**config.mk**
```make
export PLATFORM = sky130hd
export DESIGN_NAME = rx_ack_nak_scheduler
export DESIGN_NICKNAME = d
export VERILOG_FILES = /design/src/rtl/rx_ack_nak_scheduler.sv
export SDC_FILE = /design/constraint.sdc
export NUM_CORES = 1
export LEC_CHECK = 0
export ABC_AREA = 1
export CORE_MARGIN = 2
export CORE_UTILIZATION = 49
export CTS_BUF_LIST = sky130_fd_sc_hd__clkbuf_8
export DETAILED_ROUTE_END_ITERATION = 12
export PLACE_DENSITY_LB_ADDON = 0.05
export SLEW_MARGIN = 25
export SYNTH_ARGS = -nofsm -noshare
export SYNTH_HDL_FRONTEND = slang
export SYNTH_SLANG_ARGS = --single-unit
```
**constraint.sdc**
```tcl
create_clock -name clk -period 3.5 [get_ports clk]
set_input_delay 0.525 -clock clk [delete_from_list [all_inputs] [get_ports clk]]
set_output_delay 0.525 -clock clk [all_outputs]
set_load 0.01 [all_outputs]
```
**src/rtl/rx_ack_nak_scheduler.sv**
```systemverilog
// rx_ack_nak_scheduler
//   Receive-side data link layer controller. Each incoming TLP is classified
//   as good, duplicate or bad against NEXT_RCV_SEQ. The block drives the
//   counter's increment strobe and schedules Ack/Nak DLLP requests toward the
//   DLLP TX arbiter. Ack requests are triggered by the ack latency timer, by
//   coalescing of unacked good TLPs, or immediately after a duplicate.
//
// Ports
//   clk, rst          clock; asynchronous active-low reset
//   dl_down           DL not active, synchronous clear of all state
//   tlp_valid         1-cycle strobe at TLP end (tlp_seq / tlp_lcrc_ok valid)
//   tlp_seq           sequence number carried by the TLP
//   tlp_lcrc_ok       LCRC good and TLP not nullified
//   next_rcv_seq      current NEXT_RCV_SEQ from the counter
//   nrs_inc           increment NEXT_RCV_SEQ (combinational)
//   tlp_accept        forward TLP to the transaction layer (== nrs_inc)
//   dllp_req          Ack/Nak request, held until dllp_gnt
//   dllp_is_nak       1 = Nak, 0 = Ack; stable while dllp_req
//   dllp_seq          AckNak_Seq_Num; stable while dllp_req
//   dllp_gnt          arbiter took the DLLP this cycle
//   nak_scheduled     NAK_SCHEDULED flag
module rx_ack_nak_scheduler #(
  parameter int unsigned ACK_LATENCY  = 255,
  parameter int unsigned ACK_COALESCE = 8,
  parameter int unsigned TMR_W        = 16
) (
  input  logic        clk,
  input  logic        rst,
  input  logic        dl_down,
  input  logic        tlp_valid,
  input  logic [11:0] tlp_seq,
  input  logic        tlp_lcrc_ok,
  input  logic [11:0] next_rcv_seq,
  output logic        nrs_inc,
  output logic        tlp_accept,
  output logic        dllp_req,
  output logic        dllp_is_nak,
  output logic [11:0] dllp_seq,
  input  logic        dllp_gnt,
  output logic        nak_scheduled
);

  localparam int unsigned UNACK_W = 12;

  typedef enum logic {
    ST_IDLE,
    ST_REQ
  } state_t;

  state_t              state_q, state_d;
  logic                dllp_req_q, dllp_req_d;
  logic                dllp_is_nak_q, dllp_is_nak_d;
  logic [11:0]         dllp_seq_q, dllp_seq_d;
  logic                nak_scheduled_q, nak_scheduled_d;
  logic                nak_pend_q, nak_pend_d;
  logic                ack_now_q, ack_now_d;
  logic [TMR_W-1:0]    timer_q, timer_d;
  logic [UNACK_W-1:0]  unacked_q, unacked_d;
  logic [UNACK_W-1:0]  snap_q, snap_d;

  logic [11:0]         seq_dist;
  logic                ev_valid;
  logic                seq_match;
  logic                is_good;
  logic                is_dup;
  logic                is_bad;
  logic                nak_event;
  logic [UNACK_W-1:0]  unacked_inc;
  logic                ack_trig;
  logic [11:0]         req_seq;

  // Classification and trigger terms
  always_comb begin
    seq_dist  = next_rcv_seq - tlp_seq;
    ev_valid  = tlp_valid && rst && !dl_down;
    seq_match = (tlp_seq == next_rcv_seq);
    is_good   = ev_valid && tlp_lcrc_ok && seq_match;
    // seq_dist is nonzero here because seq_match is false
    is_dup    = ev_valid && tlp_lcrc_ok && !seq_match && (seq_dist <= 12'd2048);
    is_bad    = ev_valid && !is_good && !is_dup;
    nak_event = is_bad && !nak_scheduled_q;

    unacked_inc = (is_good && (unacked_q != '1)) ? unacked_q + 1'b1 : unacked_q;

    // Coalescing looks at the post-increment count so the Ack covering the
    // triggering TLP is requested at the same edge that counts it.
    ack_trig = (timer_q >= TMR_W'(ACK_LATENCY)) ||
               (unacked_inc >= UNACK_W'(ACK_COALESCE)) ||
               ack_now_q || is_dup;

    // Post-increment NEXT_RCV_SEQ - 1 equals tlp_seq when the TLP is good
    req_seq = is_good ? tlp_seq : next_rcv_seq - 12'd1;
  end

  assign nrs_inc       = is_good;
  assign tlp_accept    = is_good;
  assign dllp_req      = dllp_req_q;
  assign dllp_is_nak   = dllp_is_nak_q;
  assign dllp_seq      = dllp_seq_q;
  assign nak_scheduled = nak_scheduled_q;

  // Next-state logic
  always_comb begin
    state_d         = state_q;
    dllp_req_d      = dllp_req_q;
    dllp_is_nak_d   = dllp_is_nak_q;
    dllp_seq_d      = dllp_seq_q;
    nak_scheduled_d = nak_scheduled_q;
    nak_pend_d      = nak_pend_q | nak_event;
    ack_now_d       = ack_now_q | is_dup;
    timer_d         = timer_q;
    unacked_d       = unacked_inc;
    snap_d          = snap_q;

    if (is_good) begin
      nak_scheduled_d = 1'b0;
    end

    case (state_q)
      ST_IDLE: begin
        if (unacked_q == '0) begin
          timer_d = '0;
        end else if (timer_q != '1) begin
          timer_d = timer_q + 1'b1;
        end

        if (nak_pend_q || nak_event) begin
          state_d         = ST_REQ;
          dllp_req_d      = 1'b1;
          dllp_is_nak_d   = 1'b1;
          dllp_seq_d      = req_seq;
          snap_d          = unacked_inc;
          nak_scheduled_d = 1'b1;
          nak_pend_d      = 1'b0;
        end else if (ack_trig) begin
          state_d       = ST_REQ;
          dllp_req_d    = 1'b1;
          dllp_is_nak_d = 1'b0;
          dllp_seq_d    = req_seq;
          snap_d        = unacked_inc;
          ack_now_d     = 1'b0;
        end
      end

      ST_REQ: begin
        if (dllp_gnt) begin
          state_d       = ST_IDLE;
          dllp_req_d    = 1'b0;
          dllp_is_nak_d = 1'b0;
          // Good TLPs that arrived during REQ remain unacked
          unacked_d     = unacked_inc - snap_q;
          timer_d       = '0;
        end
      end

      default: begin
        state_d = ST_IDLE;
      end
    endcase

    if (dl_down) begin
      state_d         = ST_IDLE;
      dllp_req_d      = 1'b0;
      dllp_is_nak_d   = 1'b0;
      dllp_seq_d      = '0;
      nak_scheduled_d = 1'b0;
      nak_pend_d      = 1'b0;
      ack_now_d       = 1'b0;
      timer_d         = '0;
      unacked_d       = '0;
      snap_d          = '0;
    end
  end

  always_ff @(posedge clk or negedge rst) begin
    if (!rst) begin
      state_q         <= ST_IDLE;
      dllp_req_q      <= 1'b0;
      dllp_is_nak_q   <= 1'b0;
      dllp_seq_q      <= '0;
      nak_scheduled_q <= 1'b0;
      nak_pend_q      <= 1'b0;
      ack_now_q       <= 1'b0;
      timer_q         <= '0;
      unacked_q       <= '0;
      snap_q          <= '0;
    end else begin
      state_q         <= state_d;
      dllp_req_q      <= dllp_req_d;
      dllp_is_nak_q   <= dllp_is_nak_d;
      dllp_seq_q      <= dllp_seq_d;
      nak_scheduled_q <= nak_scheduled_d;
      nak_pend_q      <= nak_pend_d;
      ack_now_q       <= ack_now_d;
      timer_q         <= timer_d;
      unacked_q       <= unacked_d;
      snap_q          <= snap_d;
    end
  end

endmodule

```
== Word-level counts from Yosys, hierarchy flattened ==
Index checks and enable logic that the tools add are counted.

* Add/sub/neg operators: 5
* $lt $le $gt $ge: 3
* Eq/ne operators: 7
* Multiplexer cells: 43
* Bitwise gates (word level): 3
* Reductions and logical operators: 24

{| class="wikitable"
|+ Operator list
! operator !! count
|-
| 12-bit 2-to-1 mux || 13
|-
| 16-bit 2-to-1 mux || 4
|-
| 16-bit one-hot mux with 2 select lines || 1
|-
| 12-bit subtractor || 2
|-
| 1-bit 2-to-1 mux || 22
|-
| 16-bit by 1-bit adder with 16-bit output (second input constant) || 1
|-
| 16-bit by 8-bit greater-or-equal comparator with 1-bit output (second input constant) || 1
|-
| 16-bit inequality test (second input constant) || 1
|-
| 12-bit by 1-bit adder with 12-bit output (second input constant) || 1
|-
| 12-bit == test || 1
|-
| 12-bit by 4-bit greater-or-equal comparator with 1-bit output (second input constant) || 1
|-
| 12-bit <= comparator (second input constant) || 1
|-
| 12-bit zero test || 1
|-
| 12-bit inequality test (second input constant) || 1
|-
| 12-bit by 1-bit subtractor with 12-bit output (second input constant) || 1
|-
| 1-bit logical AND || 10
|-
| 4-bit inequality test (second input constant) || 2
|-
| 1-bit one-hot mux with 2 select lines || 3
|-
| 2-bit AND reduction || 3
|-
| 1-bit zero test || 5
|-
| 1-bit logical OR || 4
|-
| 3-bit inequality test (second input constant) || 1
|-
| 3-bit nonzero test || 1
|-
| 2-bit inequality test (second input constant) || 1
|-
| other kinds (2) || 3
|}

* Register bits after elaboration: 58
* Input bits: 30
* Output and inout port bits: 17
* Logic and storage cells: 95

== Longest topological paths before layout ==
Gate-level depths: netlist (run 1).

* Depth in word-level cells: 14
* Mapped depth: 23
* Gate-level depth less buffers: 22

== Worst setup path after synthesis (run 1) ==
Ideal clock, no wire load.

* Path kind: input port to flip-flop
* Start: input tlp_seq[2]
* End: register unacked_q[11]
* Arrival: 3,373 ps
* Required time: 3,368 ps
* Slack: -5 ps
* Cell stages on the path: 21
* Cells stage by stage: inv_1 ha_1 nand2_2 nor2_4 nand3_1 nor4_1 nand2_1 clkbuf_1 inv_1 nand3_1 xor2_1 inv_1 ha_1 a21oi_1 o21ai_0 nand3_1 o2111ai_1 a21oi_1 o21a_1 xor2_1 nor2_1

* Longest elaborated chain between the ends: 8

{| class="wikitable"
|+ RTL lines
! item !! line !! source
|-
| start: declaration || 31 || <nowiki>input logic [11:0] tlp_seq,</nowiki>
|-
| 12-bit == test (*) || 76 || <nowiki>seq_match = (tlp_seq == next_rcv_seq);</nowiki>
|-
| 1-bit logical AND (*) || 77 || <nowiki>is_good = ev_valid && tlp_lcrc_ok && seq_match;</nowiki>
|-
| via nrs_inc || 34 || <nowiki>output logic nrs_inc,</nowiki>
|-
| 1-bit logical AND (*) || 83 || <nowiki>unacked_inc = (is_good && (unacked_q != '1)) ? unacked_q + 1'b1 : unacked_q;</nowiki>
|-
| 12-bit 2-to-1 mux (*) || 83 ||
|-
| 12-bit subtractor || 151 || <nowiki>unacked_d = unacked_inc - snap_q;</nowiki>
|-
| 12-bit 2-to-1 mux || 146 || <nowiki>if (dllp_gnt) begin</nowiki>
|-
| 12-bit 2-to-1 mux (*) || 119 || <nowiki>case (state_q)</nowiki>
|-
| 12-bit 2-to-1 mux (*) || 161 || <nowiki>if (dl_down) begin</nowiki>
|-
| via unacked_d[11] || 58 || <nowiki>logic [UNACK_W-1:0] unacked_q, unacked_d;</nowiki>
|-
| end signal: assignment || 196 || <nowiki>unacked_q <= unacked_d;</nowiki>
|-
| end: declaration || 58 ||
|}

Mark *: on every way through the listed nets, which the timed path passes. The rest lies on a longest branch.
A chain may end at the register's enable or synchronous reset.

== Worst setup path in the final report (run 1) ==
* Start: input next_rcv_seq[8]
* End: register unacked_q[11]

* Longest elaborated chain between the ends: 8

{| class="wikitable"
|+ RTL lines
! item !! line !! source
|-
| start: declaration || 33 || <nowiki>input logic [11:0] next_rcv_seq,</nowiki>
|-
| 12-bit == test (*) || 76 ||
|-
| 1-bit logical AND (*) || 77 ||
|-
| 1-bit logical AND (*) || 83 ||
|-
| 12-bit 2-to-1 mux (*) || 83 ||
|-
| 12-bit subtractor || 151 ||
|-
| 12-bit 2-to-1 mux || 146 ||
|-
| 12-bit 2-to-1 mux (*) || 119 ||
|-
| 12-bit 2-to-1 mux (*) || 161 ||
|-
| via unacked_d[11] || 58 ||
|}

Marked as above.

==> impl_results.md, run 1 <==
- Leak: 3.61 nW
- Area growth syn-to-layout: 42.7%
- Mux contribution to synthesized area: 0
- Maximum achievable frequency: 0.298 GHz
- Top post-synthesis cells by count: 203 x nand2_1, 114 x inv_1, 69 x nand3_1, 64 x nor2_1, 58 x dfrtp_1
- WL per Instance: 14.4 um
- Unique masters post-synth: 42
- Worst reg2reg path depth: 19
- Die Width: 103 um
- Power Density: 546 nW/um2
- Pin count of the biggest net entering global routing: 60
- Hpwl dp: 11.2 mm
- Status: completed
- Fin Hold WS: 461 ps
- Diode count: 0
- Ports: 47
- Setup crit start kind: input port
- Die height: 103 um
- #FFs+latches synth: 58
- Pre-CTS WS: -555 ps
- CTS root buf: clkbuf_8
- Synth top area share: 0.302
- Fillers: 813
- Total length of routed wires: 14.8 mm
- DRC Markers: 0
- Synth Area in XOR/XNOR: 0.0347
- First-pass GRT wire length: 23.4 mm
- Largest cells by area after synthesis: dfrtp_1 30%, nand2_1 16%, inv_1 8.9%, nand3_1 7.2%, ha_1 6.8%
- FFs w/ async S/R, synth: 1.00
- TritonCTS clock tree: yes
- GRT Overall Usage: 0.280
- Gate count of the mapped netlist: 728
- Final period util: 0.960
- Final hold violation count: 0
- Final Slew Violations: 0
- Syn nets: 785
- Starting Density: 0.498
- Gpl congestion: 0.976
- Num CTS Buffers: 9
- Critical path class: input port to flip-flop
- Mean number of vias per cell: 5.20
- Top_reg_cell synth: dfrtp_1
- R2R setup slack: 470 ps
- Iteration-0 DRC count of the detailed router: 301
- Final setup fails: 0
- RSZ-0062 raised after global routing: false
- Clock sink count: 58
- Compound-Gate Fraction of Synth Area: 0.111
- Final min period: 3360 ps
- Clock Latency Late Sink: 340 ps
- Vias in the first global route: 5,090
- Initial antenna violation count: 0
- Critical R2R Launch: unacked_q[0]$_DFF_PN0_
- Final #Nets: 946
- Synth Area per Inst: 6.59 um2
- Share of layout cells above drive strength 1: 0.262
- Most frequent cell after synthesis: nand2_1
- Yosys warning count: 0
- CTS H-Tree Depth: 3
- Largest family of logic cells by synthesized area: simple AND/OR/NAND/NOR gates
- Yosys top cell by area: dfrtp_1
- Pre-antenna DRT Iters: 5
- Type of destination of the critical path: flip-flop
- Worst hold path type: input port to asynchronous set/reset pin
- Max-Cap Viols: 0
- Final setup margin: 140 ps
- Maximum buffer depth of the clock tree: 2
- Required @ worst endpoint: 3730 ps
- PortBufs: 46
- CTS clock-pin slew for the worst setup and hold paths: 70 ps
- Grt ovf: 0
- Core footprint: 9640 um2
- Die area: 10,600 um2
- Final ANT Viol Nets: 0
- Sequential area share after synthesis: 0.302
- Area share of fa/ha/maj cells after synthesis: 0.0719
- VDD IR max: 404 uV
- Worst R2R End: unacked_q[11]$_DFF_PN0_
- Crit Path Max Fanout: 4
- Measured slew at the worst slew-check pin: 752 ps
- Max_slew headroom: 0.499
- Simple-Gate Fraction of Synth Area: 0.368
- Post-synth EDFFs: 0
- Clock skew: 10.1 ps
- Critical path arrival: 3590 ps
- Vias post-DR: 5,328
- Std-Cell Rows: 36
- Mapped Area: 4800 um2
final cells by class:
| cell class | instances | area, um2 | area share |
|---|---|---|---|
| multi-input combinational | 536 | 3230 | 0.472 |
| sequential | 58 | 1450 | 0.212 |
| timing repair buffer | 161 | 1400 | 0.204 |
| inverter | 123 | 462 | 0.0674 |
| tap | 133 | 166 | 0.0243 |
| clock buffer | 9 | 124 | 0.0181 |
| clock inverter | 4 | 16.3 | 0.00237 |
cell families after synthesis:
kind of cell,Yosys count
and+or+nand+nor,392
buffers and inverters,135
AOI/OAI and AO/OA,97
DFF,58
adders and majority gates,27
xor gates and xnor gates,19
worst max-delay path by stage:
stage	from	end	slack [ps]	cells after the start
floorplan	tlp_seq[1]	unacked_q[11]$_DFF_PN0_	30	21
global placement	tlp_seq[6]	unacked_q[11]$_DFF_PN0_	-450	21
detailed placement	tlp_seq[2]	unacked_q[11]$_DFF_PN0_	-560	21
CTS	tlp_seq[4]	unacked_q[10]$_DFF_PN0_	0.5	22
global route	next_rcv_seq[8]	unacked_q[10]$_DFF_PN0_	3	20
finish	next_rcv_seq[8]	unacked_q[11]$_DFF_PN0_	140	20
worst max-delay path, stage by stage:
cell             delay [ps]
clkdlybuf4s50_1         460
ha_4                    310
nand2_1                  80
inv_2                    80
nand3_4                  90
buf_4                   160
nor3_4                  230
nand3_1                 130
nand2_2                 120
inv_2                    70
ha_4                    240
buf_4                   160
nand2_1                  80
nor2_1                   60
o21ai_1                 140
o2111ai_1               160
a21oi_1                 150
o21a_1                  150
xor2_1                  140
nor2_1                   50
through the flow:
step                      total power, mW   util  instance area [um2]  cells  TNS [ps]
after floorplan                      2.08      -                 4810    728         0
after global placement               2.92  0.640                 6170   1000     -5340
after detailed placement             2.96  0.640                 6170   1000     -7400
after CTS                            3.50  0.668                 6440   1016         0
after global routing                 4.01  0.711                 6850   1024         0
final                                3.74  0.711                 6850   1024         0
repair_timing:
item / 4_1_cts / 5_1_grt
cloned: 1 / 0
pin swaps: 5 / 22
setup buffers: 2 / 8
gates resized for setup: 20 / 83
hold buffers: 0 / 0
endpoints found under the setup margin: 6 / 8
layer usage:
layer  part of all wire  GRT usage  routed length [um]
met1               0.44      0.378                6500
met3              0.062     0.0556                 911
met2               0.47      0.453                7010
met5                  0          0                   0
met4              0.023     0.0901                 346
sequential cells by signal (all words and copies together), names as in the netlist:
register and count:
ack_now_q 1, nak_pend_q 1, dllp_seq 12, state_q 1, timer_q 16, dllp_req 1, snap_q 12, unacked_q 12
dllp_is_nak 1, nak_scheduled 1
cells in the final DEF (no fill, tap or decap), types with 9 or more instances in the layout:
cell type          n
a21oi_1           25
buf_4            112
clkbuf_8           9
clkdlybuf4s50_1   24
dfrtp_1           58
dlymetal6s2s_1    21
ha_4              18
inv_1            103
inv_2             21
nand2_1          193
nand2_2           24
nand3_1           64
nor2_1            61
nor3_1            10
o21ai_0           32
xor2_1             9
where the power goes:
part / total (mW) / internal (mW) / switching, mW
Sequential: 0.934 / 0.805 / 0.129
Combinational: 2.32 / 1.09 / 1.24
Clock: 0.486 / 0.236 / 0.251
(Power assumes the default switching activity.)
==> run 2, diff against run 1 <==
--- a/config.mk
+++ b/config.mk
@@ -6,6 +6,7 @@
 export NUM_CORES = 1
 export LEC_CHECK = 0
 export ABC_AREA = 1
+export CAP_MARGIN = 10
 export CORE_MARGIN = 2
 export CORE_UTILIZATION = 49
 export CTS_BUF_LIST = sky130_fd_sc_hd__clkbuf_8
==> results of run 2 <==
Same layout as run 1: the final DEF is identical, and so are final timing and power.
